`src/rtl/spi_flash_arbiter.sv`:
```
// Two-requester arbiter that frames flash READ transactions (cmd, 24-bit address, data bytes)
// onto a shared byte-level SPI engine: round-robin grant, CS-high gap, engine-stall watchdog.
module spi_flash_arbiter #(
    parameter int CS_GAP  = 4,
    parameter int TIMEOUT = 1024,
    parameter int LEN_W   = 16
) (
    input  logic             sys_clk,
    input  logic             sys_rst_n,
    input  logic             req0,
    input  logic             req1,
    input  logic [7:0]       cmd0,
    input  logic [7:0]       cmd1,
    input  logic [23:0]      addr0,
    input  logic [23:0]      addr1,
    input  logic [LEN_W-1:0] len0,
    input  logic [LEN_W-1:0] len1,
    output logic             gnt0,
    output logic             gnt1,
    output logic             done0,
    output logic             done1,
    output logic             err,
    output logic [7:0]       rd_data,
    output logic             rd_valid,
    output logic             cs_n,
    output logic             eng_start,
    output logic [7:0]       eng_tx,
    input  logic             eng_done,
    input  logic [7:0]       eng_rx
);
    localparam int WD_W  = $clog2(TIMEOUT) + 1;
    localparam int GAP_W = $clog2(CS_GAP) + 1;

    typedef enum logic [2:0] {IDLE, CMD, ADDR, DATA, GAP} state_t;

    state_t           state_q, state_d;
    logic             owner_q, owner_d;
    logic             rr_q, rr_d;
    logic             first_q, first_d;
    logic             busy_q, busy_d;
    logic [7:0]       cmd_q, cmd_d;
    logic [23:0]      addr_q, addr_d;
    logic [LEN_W-1:0] len_q, len_d;
    logic [LEN_W-1:0] cnt_q, cnt_d;
    logic [1:0]       idx_q, idx_d;
    logic [WD_W-1:0]  wd_q, wd_d;
    logic [GAP_W-1:0] gap_q, gap_d;
    logic             gnt0_q, gnt0_d, gnt1_q, gnt1_d;
    logic             done0_q, done0_d, done1_q, done1_d, err_q, err_d;
    logic [7:0]       rd_data_q, rd_data_d;
    logic             rd_valid_q, rd_valid_d;
    logic             cs_n_q, cs_n_d;
    logic             eng_start_q, eng_start_d;
    logic [7:0]       eng_tx_q, eng_tx_d;

    logic             issue, finish, abort;
    logic [7:0]       issue_byte;
    logic             done_ok, timeout;

    // A done pulse only counts while a byte is outstanding; stray pulses are dropped here.
    assign done_ok = eng_done && busy_q;
    assign timeout = busy_q && !eng_done && (wd_q == WD_W'(TIMEOUT - 1));

    always_comb begin
        // NOTE: every variable gets a default first so no path leaves it unassigned (no latch).
        state_d     = state_q;
        owner_d     = owner_q;
        rr_d        = rr_q;
        first_d     = first_q;
        busy_d      = busy_q;
        cmd_d       = cmd_q;
        addr_d      = addr_q;
        len_d       = len_q;
        cnt_d       = cnt_q;
        idx_d       = idx_q;
        wd_d        = wd_q;
        gap_d       = gap_q;
        gnt0_d      = gnt0_q;
        gnt1_d      = gnt1_q;
        rd_data_d   = rd_data_q;
        cs_n_d      = cs_n_q;
        eng_tx_d    = eng_tx_q;
        done0_d     = 1'b0;
        done1_d     = 1'b0;
        err_d       = 1'b0;
        rd_valid_d  = 1'b0;
        eng_start_d = 1'b0;
        issue       = 1'b0;
        issue_byte  = 8'h00;
        finish      = 1'b0;
        abort       = 1'b0;

        if (busy_q && !eng_done) wd_d = wd_q + WD_W'(1);
        if (done_ok) busy_d = 1'b0;

        case (state_q)
            IDLE: begin
                if (req0 || req1) begin
                    owner_d = (req0 && req1) ? rr_q : req1;
                    cmd_d   = owner_d ? cmd1 : cmd0;
                    addr_d  = owner_d ? addr1 : addr0;
                    len_d   = owner_d ? len1 : len0;
                    gnt0_d  = ~owner_d;
                    gnt1_d  = owner_d;
                    cs_n_d  = 1'b0;
                    first_d = 1'b1;
                    state_d = CMD;
                end
            end
            CMD: begin
                // The grant cycle is CS setup time; the command byte goes out one cycle later.
                if (first_q) begin
                    first_d    = 1'b0;
                    issue      = 1'b1;
                    issue_byte = cmd_q;
                end else if (done_ok) begin
                    state_d    = ADDR;
                    idx_d      = 2'd0;
                    issue      = 1'b1;
                    issue_byte = addr_q[23:16];
                end else if (timeout) begin
                    abort = 1'b1;
                end
            end
            ADDR: begin
                if (done_ok) begin
                    if (idx_q == 2'd2) begin
                        if (len_q == '0) begin
                            finish = 1'b1;
                        end else begin
                            state_d    = DATA;
                            cnt_d      = '0;
                            issue      = 1'b1;
                            issue_byte = 8'h00;
                        end
                    end else begin
                        idx_d      = idx_q + 2'd1;
                        issue      = 1'b1;
                        issue_byte = (idx_q == 2'd0) ? addr_q[15:8] : addr_q[7:0];
                    end
                end else if (timeout) begin
                    abort = 1'b1;
                end
            end
            DATA: begin
                if (done_ok) begin
                    rd_data_d  = eng_rx;
                    rd_valid_d = 1'b1;
                    cnt_d      = cnt_q + LEN_W'(1);
                    if (cnt_d == len_q) begin
                        finish = 1'b1;
                    end else begin
                        issue      = 1'b1;
                        issue_byte = 8'h00;
                    end
                end else if (timeout) begin
                    abort = 1'b1;
                end
            end
            GAP: begin
                gap_d = gap_q + GAP_W'(1);
                if (gap_q == GAP_W'(CS_GAP - 1)) begin
                    state_d = IDLE;
                    gnt0_d  = 1'b0;
                    gnt1_d  = 1'b0;
                    rr_d    = ~owner_q;
                end
            end
            default: state_d = IDLE;
        endcase

        if (issue) begin
            eng_start_d = 1'b1;
            eng_tx_d    = issue_byte;
            busy_d      = 1'b1;
            wd_d        = '0;
        end

        if (finish || abort) begin
            state_d = GAP;
            cs_n_d  = 1'b1;
            busy_d  = 1'b0;
            gap_d   = '0;
            done0_d = ~owner_q;
            done1_d = owner_q;
            err_d   = abort;
        end
    end

    always_ff @(posedge sys_clk or negedge sys_rst_n) begin
        if (!sys_rst_n) begin
            state_q     <= IDLE;
            owner_q     <= 1'b0;
            rr_q        <= 1'b0;
            first_q     <= 1'b0;
            busy_q      <= 1'b0;
            cmd_q       <= '0;
            addr_q      <= '0;
            len_q       <= '0;
            cnt_q       <= '0;
            idx_q       <= '0;
            wd_q        <= '0;
            gap_q       <= '0;
            gnt0_q      <= 1'b0;
            gnt1_q      <= 1'b0;
            done0_q     <= 1'b0;
            done1_q     <= 1'b0;
            err_q       <= 1'b0;
            rd_data_q   <= '0;
            rd_valid_q  <= 1'b0;
            cs_n_q      <= 1'b1;
            eng_start_q <= 1'b0;
            eng_tx_q    <= '0;
        end else begin
            // NOTE: non-blocking updates so every register samples the pre-edge _d values.
            state_q     <= state_d;
            owner_q     <= owner_d;
            rr_q        <= rr_d;
            first_q     <= first_d;
            busy_q      <= busy_d;
            cmd_q       <= cmd_d;
            addr_q      <= addr_d;
            len_q       <= len_d;
            cnt_q       <= cnt_d;
            idx_q       <= idx_d;
            wd_q        <= wd_d;
            gap_q       <= gap_d;
            gnt0_q      <= gnt0_d;
            gnt1_q      <= gnt1_d;
            done0_q     <= done0_d;
            done1_q     <= done1_d;
            err_q       <= err_d;
            rd_data_q   <= rd_data_d;
            rd_valid_q  <= rd_valid_d;
            cs_n_q      <= cs_n_d;
            eng_start_q <= eng_start_d;
            eng_tx_q    <= eng_tx_d;
        end
    end

    assign gnt0      = gnt0_q;
    assign gnt1      = gnt1_q;
    assign done0     = done0_q;
    assign done1     = done1_q;
    assign err       = err_q;
    assign rd_data   = rd_data_q;
    assign rd_valid  = rd_valid_q;
    assign cs_n      = cs_n_q;
    assign eng_start = eng_start_q;
    assign eng_tx    = eng_tx_q;

endmodule
```
`config.mk`:
```
export PLATFORM = sky130hd
export DESIGN_NAME = spi_flash_arbiter
export DESIGN_NICKNAME = d
export VERILOG_FILES = /design/src/rtl/spi_flash_arbiter.sv
export SDC_FILE = /design/constraint.sdc
export NUM_CORES = 1
export LEC_CHECK = 0
export BUFFER_PORTS_ARGS = -buffer_cell sky130_fd_sc_hd__clkbuf_2
export CAP_MARGIN = 25
export CORE_MARGIN = 10
export CORE_UTILIZATION = 37
export DETAILED_ROUTE_END_ITERATION = 10
export GPL_ROUTABILITY_DRIVEN = 0
export PLACE_DENSITY = 0.7
export SYNTH_ARGS = -nofsm -noshare
export SYNTH_HDL_FRONTEND = slang
export SYNTH_SLANG_ARGS = --single-unit
```
`constraint.sdc`:
```
create_clock -name sys_clk -period 6.3 [get_ports sys_clk]
set_input_delay 1.89 -clock sys_clk [delete_from_list [all_inputs] [get_ports sys_clk]]
set_output_delay 1.89 -clock sys_clk [all_outputs]
set_load 0.02 [all_outputs]
```
==> impl_metrics.tcl, run 1 <==
set metrics [dict create \
    drc 0 \
    grt_first_pass_wirelength_um 25200 \
    drive_gt1_frac 0.238 \
    post_cts_repair_setup_buffers 0 \
    synth_fp_nets 690 \
    cp.required_ns 6.59 \
    tightestPinTransition_ns 1.06 \
    netlist.area_leader.share 0.493 \
    worst_ir_drop_vdd_mv 0.200 \
    drt_iter0_markers 480 \
    synth_area_um2 5590 \
    setup.worst_path.start_class "input port" \
    power-per-cell-area_nw_per_um2 375 \
    clock-root-buffer "clkbuf_16" \
    yosysUniqueCellTypes 54 \
    timing.setup.critical_path_class "input port to flop" \
    post_synth_edffs 0 \
    cts.hold.buffers_added 0 \
    worst_slew_margin_rel 0.286 \
    chipHeight_um 143 \
    io_pins 133 \
    placement.io_buffers 132 \
    grt_antenna_before_repair 0 \
    final_clock_period_utilization_by_the_worst_path 0.556 \
    power.leakage_nw 3.39 \
    critical_path_arrival_ns 3.79 \
    cts_max_path_buffers 2 \
    global_route_usage_sum 0.150 \
    unrepaired_setup_endpoints_after_global_routing "false" \
    place_hpwl_um 11200 \
    most_used_dff_post_synth "dfrtp_1" \
    avgSynthCellArea_um2 9.71 \
    global_route.overflow_total 0 \
    preCtsSetupSlack_ns 2.44 \
    max_fanout_on_critical_path 9 \
    tritoncts_clock_tree "yes" \
    synth-warning-count 0 \
    wl_per_cell_um 17.6 \
    post_synthesis_async_set_or_reset_flop_share 1.00 \
    design.core.area_um2 14600 \
    syn-instance-count 575 \
    cp_num_buf_inv 1 \
    timing.hold.worst.class "flop to flop" \
    vias_in_the_first_global_route 4821 \
    route.vias.total 4787 \
    timing.critical_path.slowest_cell_delay_ns 0.51 \
    number_of_register_bits_inferred_by_synthesis 111 \
    clock-skew-final_ns 0.0106 \
    synth_largest_area_cell "dfrtp_1" \
    portion_of_the_post_synthesis_area_used_by_sequential_elements 0.498 \
    setup_tns_ns 0 \
    yosys-top-cells-area "dfrtp_1 (49%), a222oi_1 (8.6%), nand2_1 (4.0%), inv_1 (3.6%), o21ai_0 (3.0%)" \
    postRouteWirelength_um 15300 \
    final_nets 795 \
    drt_first_pass_iters 7 \
    avgViaCountPerCell 5.51 \
    antenna_cells_inserted 0 \
    report.final.setup_viol 0 \
    worst_skew_pair.late_latency_ns 0.35 \
    starting_utilization_of_the_core_area 0.381 \
    pin_count_of_the_biggest_net_entering_global_routing 58 \
    clk_pin_slew_ns 0.08 \
    drt.antenna.violating_nets 0 \
    worst_path_dominant_cell_family "simple AND/OR/NAND/NOR gates" \
    timing.final.crit_period_ns 3.51 \
    floorplan.die.width_um 143 \
    h-tree-depth 3 \
    critical_path.slowest_cell "nor4_1" \
    max-cap-violations 0 \
    cts_buffers 9 \
    crit_chain "clkbuf_2 > and4b_1 > and3_1 > nand3_1 > nor4_1 > a21oi_1 > a21bo_1 > and2_1" \
    timing_max_transition_violations_final 0 \
    die-area_um2 20400 \
    number_of_resized_instances_in_the_post_cts_repair_step 0 \
    fillerInstances 1442 \
    timing.final.ws_setup_ns 2.79 \
    critPathCaptureType "flop" \
    fmax_mhz 285 \
    core.rowCount 44 \
    status "complete, no violations" \
    layout-area-overhead-vs-synth_pct 19.2 \
    final_hold_viol_count 0 \
    cts.sinks 111 \
]
==> flip-flops by register name, indices dropped and copies added, names as in the netlist, 3 cells and up <==
signal   cells
wd_q        11
gap_q        3
cmd_q        8
eng_tx       8
cnt_q       16
state_q      3
addr_q      24
rd_data      8
len_q       16
==> routing by layer <==
metal  track usage  vias to the layer above  wire length, µm
met5             0                        -                0
met3        0.0209                       19              824
met2         0.245                      174             7460
li1              -                     2304                -
met4        0.0635                        0              326
met1         0.197                     2290             6640
==> synthesized netlist by cell type (2+ instances only) <==
cell type  count
buf_1          4
o22ai_1        3
and2_1         5
nand2b_1       2
and3_1        17
o21ai_1        2
nor4b_1        2
inv_1         54
buf_4          2
o21ai_0       33
ha_1           6
o31ai_1        5
o41ai_1        4
nor2_1        31
buf_2          9
mux2i_1       13
nor3b_1        2
nand3_1       11
nand4_1       10
nor4_1         5
o22a_1         8
and4_1         4
a211oi_1       2
xnor2_1       14
or3_1          2
nor2b_1        8
nand2_1       59
a222oi_1      48
dfrtp_1      110
nor3_1         8
a21oi_1       23
xor2_1        13
a31oi_1        5
a31o_2         2
clkbuf_1      27
a21o_1         4
==> worst register-to-register path, delay by kind of cell, from the launching register on <==
family / cells / cell delay, ns
simple gates: 4 / 1.02
compound gates: 2 / 0.86
flops: 1 / 0.48
fa+ha+maj: 1 / 0.34
mux: 1 / 0.25
==> placed cells by master (no fill, tap or decap), types with 9 or more instances in the layout <==
cell       instances
a21oi_1           22
a222oi_1          48
and3_1            16
clkbuf_16          9
clkbuf_2         131
dfrtp_1          110
inv_1             54
mux2i_1           13
nand2_1           59
nand3_1           11
nand4_1           10
nor2_1            31
o21ai_0           33
xnor2_1           14
xor2_1            13
==> logic make-up after synthesis <==
kind of cell / count (synthesis) / share of synthesized area
AND/OR/NAND/NOR: 175 / 0.159
AO/OA/AOI/OAI: 146 / 0.195
flip-flops: 111 / 0.498
buffers and inverters: 97 / 0.0685
XOR/XNOR: 27 / 0.0423
multiplexers: 13 / 0.0233
adder cells (fa/ha/maj): 6 / 0.0134
==> stage by stage <==
stage                util  hold slack (ns)  area (µm²)  cells  power (mW)
CTS                 0.454            0.486        6660    869        2.52
global route        0.454            0.511        6660    869        2.66
finish              0.454            0.480        6660    869        2.50
floorplan               -            0.441        5590    575        1.68
global placement    0.434            0.459        6350    852        1.93
detailed placement  0.435            0.467        6370    853        1.96
==> layout make-up <==
| type | instances | area (µm²) | share of cell area |
|---|---|---|---|
| multi-input cells | 367 | 2450 | 0.368 |
| clock inverters | 7 | 61.3 | 0.00921 |
| repair buffers | 136 | 706 | 0.106 |
| inverters | 55 | 206 | 0.0310 |
| clock buffers | 9 | 225 | 0.0338 |
| flip-flops and latches | 111 | 2780 | 0.418 |
| well taps | 184 | 230 | 0.0346 |
==> path summary, 6_finish.rpt <==
kind	startpoint	end	slack [ns]	cells after the start
max	eng_done	done1	2.79	8
min	rd_data[1]	rd_data[1]	0.48	2
max reg2reg	cnt_q[0]	wd_q[4]	3.21	8
min reg2reg	rd_data[1]	rd_data[1]	0.48	2
max in group asynchronous	sys_rst_n	eng_tx[3]	3.52	2
min in group asynchronous	sys_rst_n	addr_q[1]	1.59	1
==> report_power, final <==
part | leakage, nW | internal, mW | switching, mW
combinational | 1.82 | 0.374 | 0.407
clock | 0.135 | 0.277 | 0.282
sequential | 1.44 | 0.940 | 0.219
Note: power is estimated with default switching activity, not from simulation.
==> run 2: changes to the inputs <==
Clock period 6.3 ns to 3.7 ns, I/O delays scaled along.
==> impl_metrics.tcl, run 2 (synthesized netlist as in run 1, its figures left out) <==
set metrics [dict create \
    status "complete, no violations" \
    core.rowCount 44 \
    whs_ns 0.483 \
    global_route_usage_sum 0.150 \
    global_route.overflow_total 0 \
    layout-area-overhead-vs-synth_pct 19.5 \
    power.leakage_nw 3.40 \
    final_util 0.456 \
    critical_path.slowest_cell "a21oi_1" \
    report.final.setup_viol 0 \
    antenna_cells_inserted 0 \
    max_fanout_on_critical_path 12 \
    timing.critical_path.slowest_cell_delay_ns 0.71 \
    mostFrequentLayoutCells "clkbuf_2 (131), dfrtp_1 (110), nand2_1 (59), inv_1 (54), a222oi_1 (48)" \
    design_power_total_mw 4.23 \
    rr_worst_depth 8 \
    drc 0 \
    pin_count_of_the_biggest_net_entering_global_routing 54 \
    clock-skew-final_ns 0.00949 \
    worst_skew_pair.late_latency_ns 0.35 \
    worst_ir_drop_vdd_mv 0.311 \
    critPathCaptureType "flop" \
    post_cts_repair_setup_buffers 0 \
    power-per-cell-area_nw_per_um2 634 \
    unrepaired_setup_endpoints_after_global_routing "false" \
    max-cap-violations 0 \
    h-tree-depth 3 \
    drt.antenna.violating_nets 0 \
    timing.setup.critical_path_class "flop to flop" \
    placement.io_buffers 132 \
    worstHoldEndpoint "rd_data[4]" \
    worstHoldPathCells 2 \
    multi_input_comb_area_um2 2450 \
    setup_tns_ns 0 \
    cp.required_ns 3.89 \
    starting_utilization_of_the_core_area 0.381 \
    timing.hold.worst.class "flop to flop" \
    crit_chain "ha_1 > nand3_2 > nor4_2 > mux2i_1 > nand4_1 > and4bb_1 > a21oi_1 > nor2_1" \
    avgViaCountPerCell 5.53 \
    register_containing_the_most_flip_flops_in_the_final_layout "addr_q" \
    number_of_resized_instances_in_the_post_cts_repair_step 0 \
    route.vias.total 4825 \
    largest_register_ffs 24 \
    preCtsSetupSlack_ns 0.700 \
    die-area_um2 20400 \
    timing.final.ws_setup_ns 0.795 \
    postRouteWirelength_um 15200 \
    timing.hold.worst.start "rd_data[4]" \
    layout_top_registers "addr_q x24, cnt_q x16, len_q x16" \
    layout_commonest_cell "clkbuf_2" \
    final_clock_period_utilization_by_the_worst_path 0.785 \
    timing_max_transition_violations_final 0 \
    drive_gt1_frac 0.241 \
    drt_iter0_markers 385 \
    regToRegSetupSlack_ns 0.79 \
    fmax_mhz 344 \
    drt_first_pass_iters 7 \
    ff_latch_area_um2 2780 \
    floorplan.die.width_um 143 \
    clk_pin_slew_ns 0.07 \
    tritoncts_clock_tree "yes" \
    final_nets 798 \
    io_pins 133 \
    wl_per_cell_um 17.4 \
    chipHeight_um 143 \
    r2r_path_start "cnt_q[0]" \
    cts_buffers 9 \
    design.core.area_um2 14600 \
    timing.final.crit_period_ns 2.91 \
    cts_max_path_buffers 2 \
    grt_antenna_before_repair 0 \
    grt_first_pass_wirelength_um 25000 \
    place_hpwl_um 11300 \
    fillerInstances 1427 \
    vias_in_the_first_global_route 4827 \
    setup.worst_path.start_class "flop" \
    worst_slew_margin_rel 0.374 \
    tightestPinTransition_ns 0.940 \
    regToRegEndpoint "wd_q[3]" \
    cts.hold.buffers_added 0 \
    clock-root-buffer "clkbuf_16" \
    cts.sinks 111 \
    final_hold_viol_count 0 \
    critical_path_arrival_ns 3.10 \
]
run 2: changes by cell type in the layout (fill, tap and decap cells not counted), sizes merged:
cell,before,now
clkinv,1,3
buf,5,8
inv,59,57
run 2: metal layers:
layer  up-vias  share of wire  global-route usage
met3        17          0.057              0.0332
met1      2332           0.44               0.190
met4         0          0.017              0.0483
met2       166           0.49               0.247
li1       2310              -                   -
met5         -              0                   0
run 2: critical path, delay by kind of cell, from the launching register on:
kind            cells  cell delay [ns]
fa+ha+maj           1             0.32
flops               1             0.45
compound gates      1             0.71
simple gates        5             1.14
mux                 1             0.13
run 2: layout make-up:
class                           instances  area share
Clock buffer                            9      0.0337
Clock inverter                          7     0.00862
Inverter                               55      0.0309
Multi-Input combinational cell        367       0.367
Sequential cell                       111       0.416
Tap cell                              184      0.0345
Timing Repair Buffer                  139       0.109
run 2: worst max-delay path by stage:
stage	cells after the start	to	from	slack, ns
6_report	8	wd_q[3]	cnt_q[0]	0.79
5_1_grt	8	wd_q[6]	cnt_q[0]	0.52
4_1_cts	8	wd_q[3]	cnt_q[0]	0.81
3_5_place_dp	6	wd_q[7]	eng_done	0.70
3_3_place_gp	6	wd_q[2]	eng_done	0.75
2_1_floorplan	8	gap_q[2]	eng_done	1.14
run 2: power by group:
part           internal [mW]  switching (mW)
Clock                  0.466           0.463
Sequential              1.60           0.368
Combinational          0.643           0.694
Total                   2.71            1.52
run 2: per-stage QoR:
step | instance area [µm²] | cells
2_1_floorplan | 5590 | 575
3_3_place_gp | 6380 | 855
3_5_place_dp | 6390 | 856
4_1_cts | 6670 | 872
5_1_grt | 6670 | 872
6_report | 6670 | 872
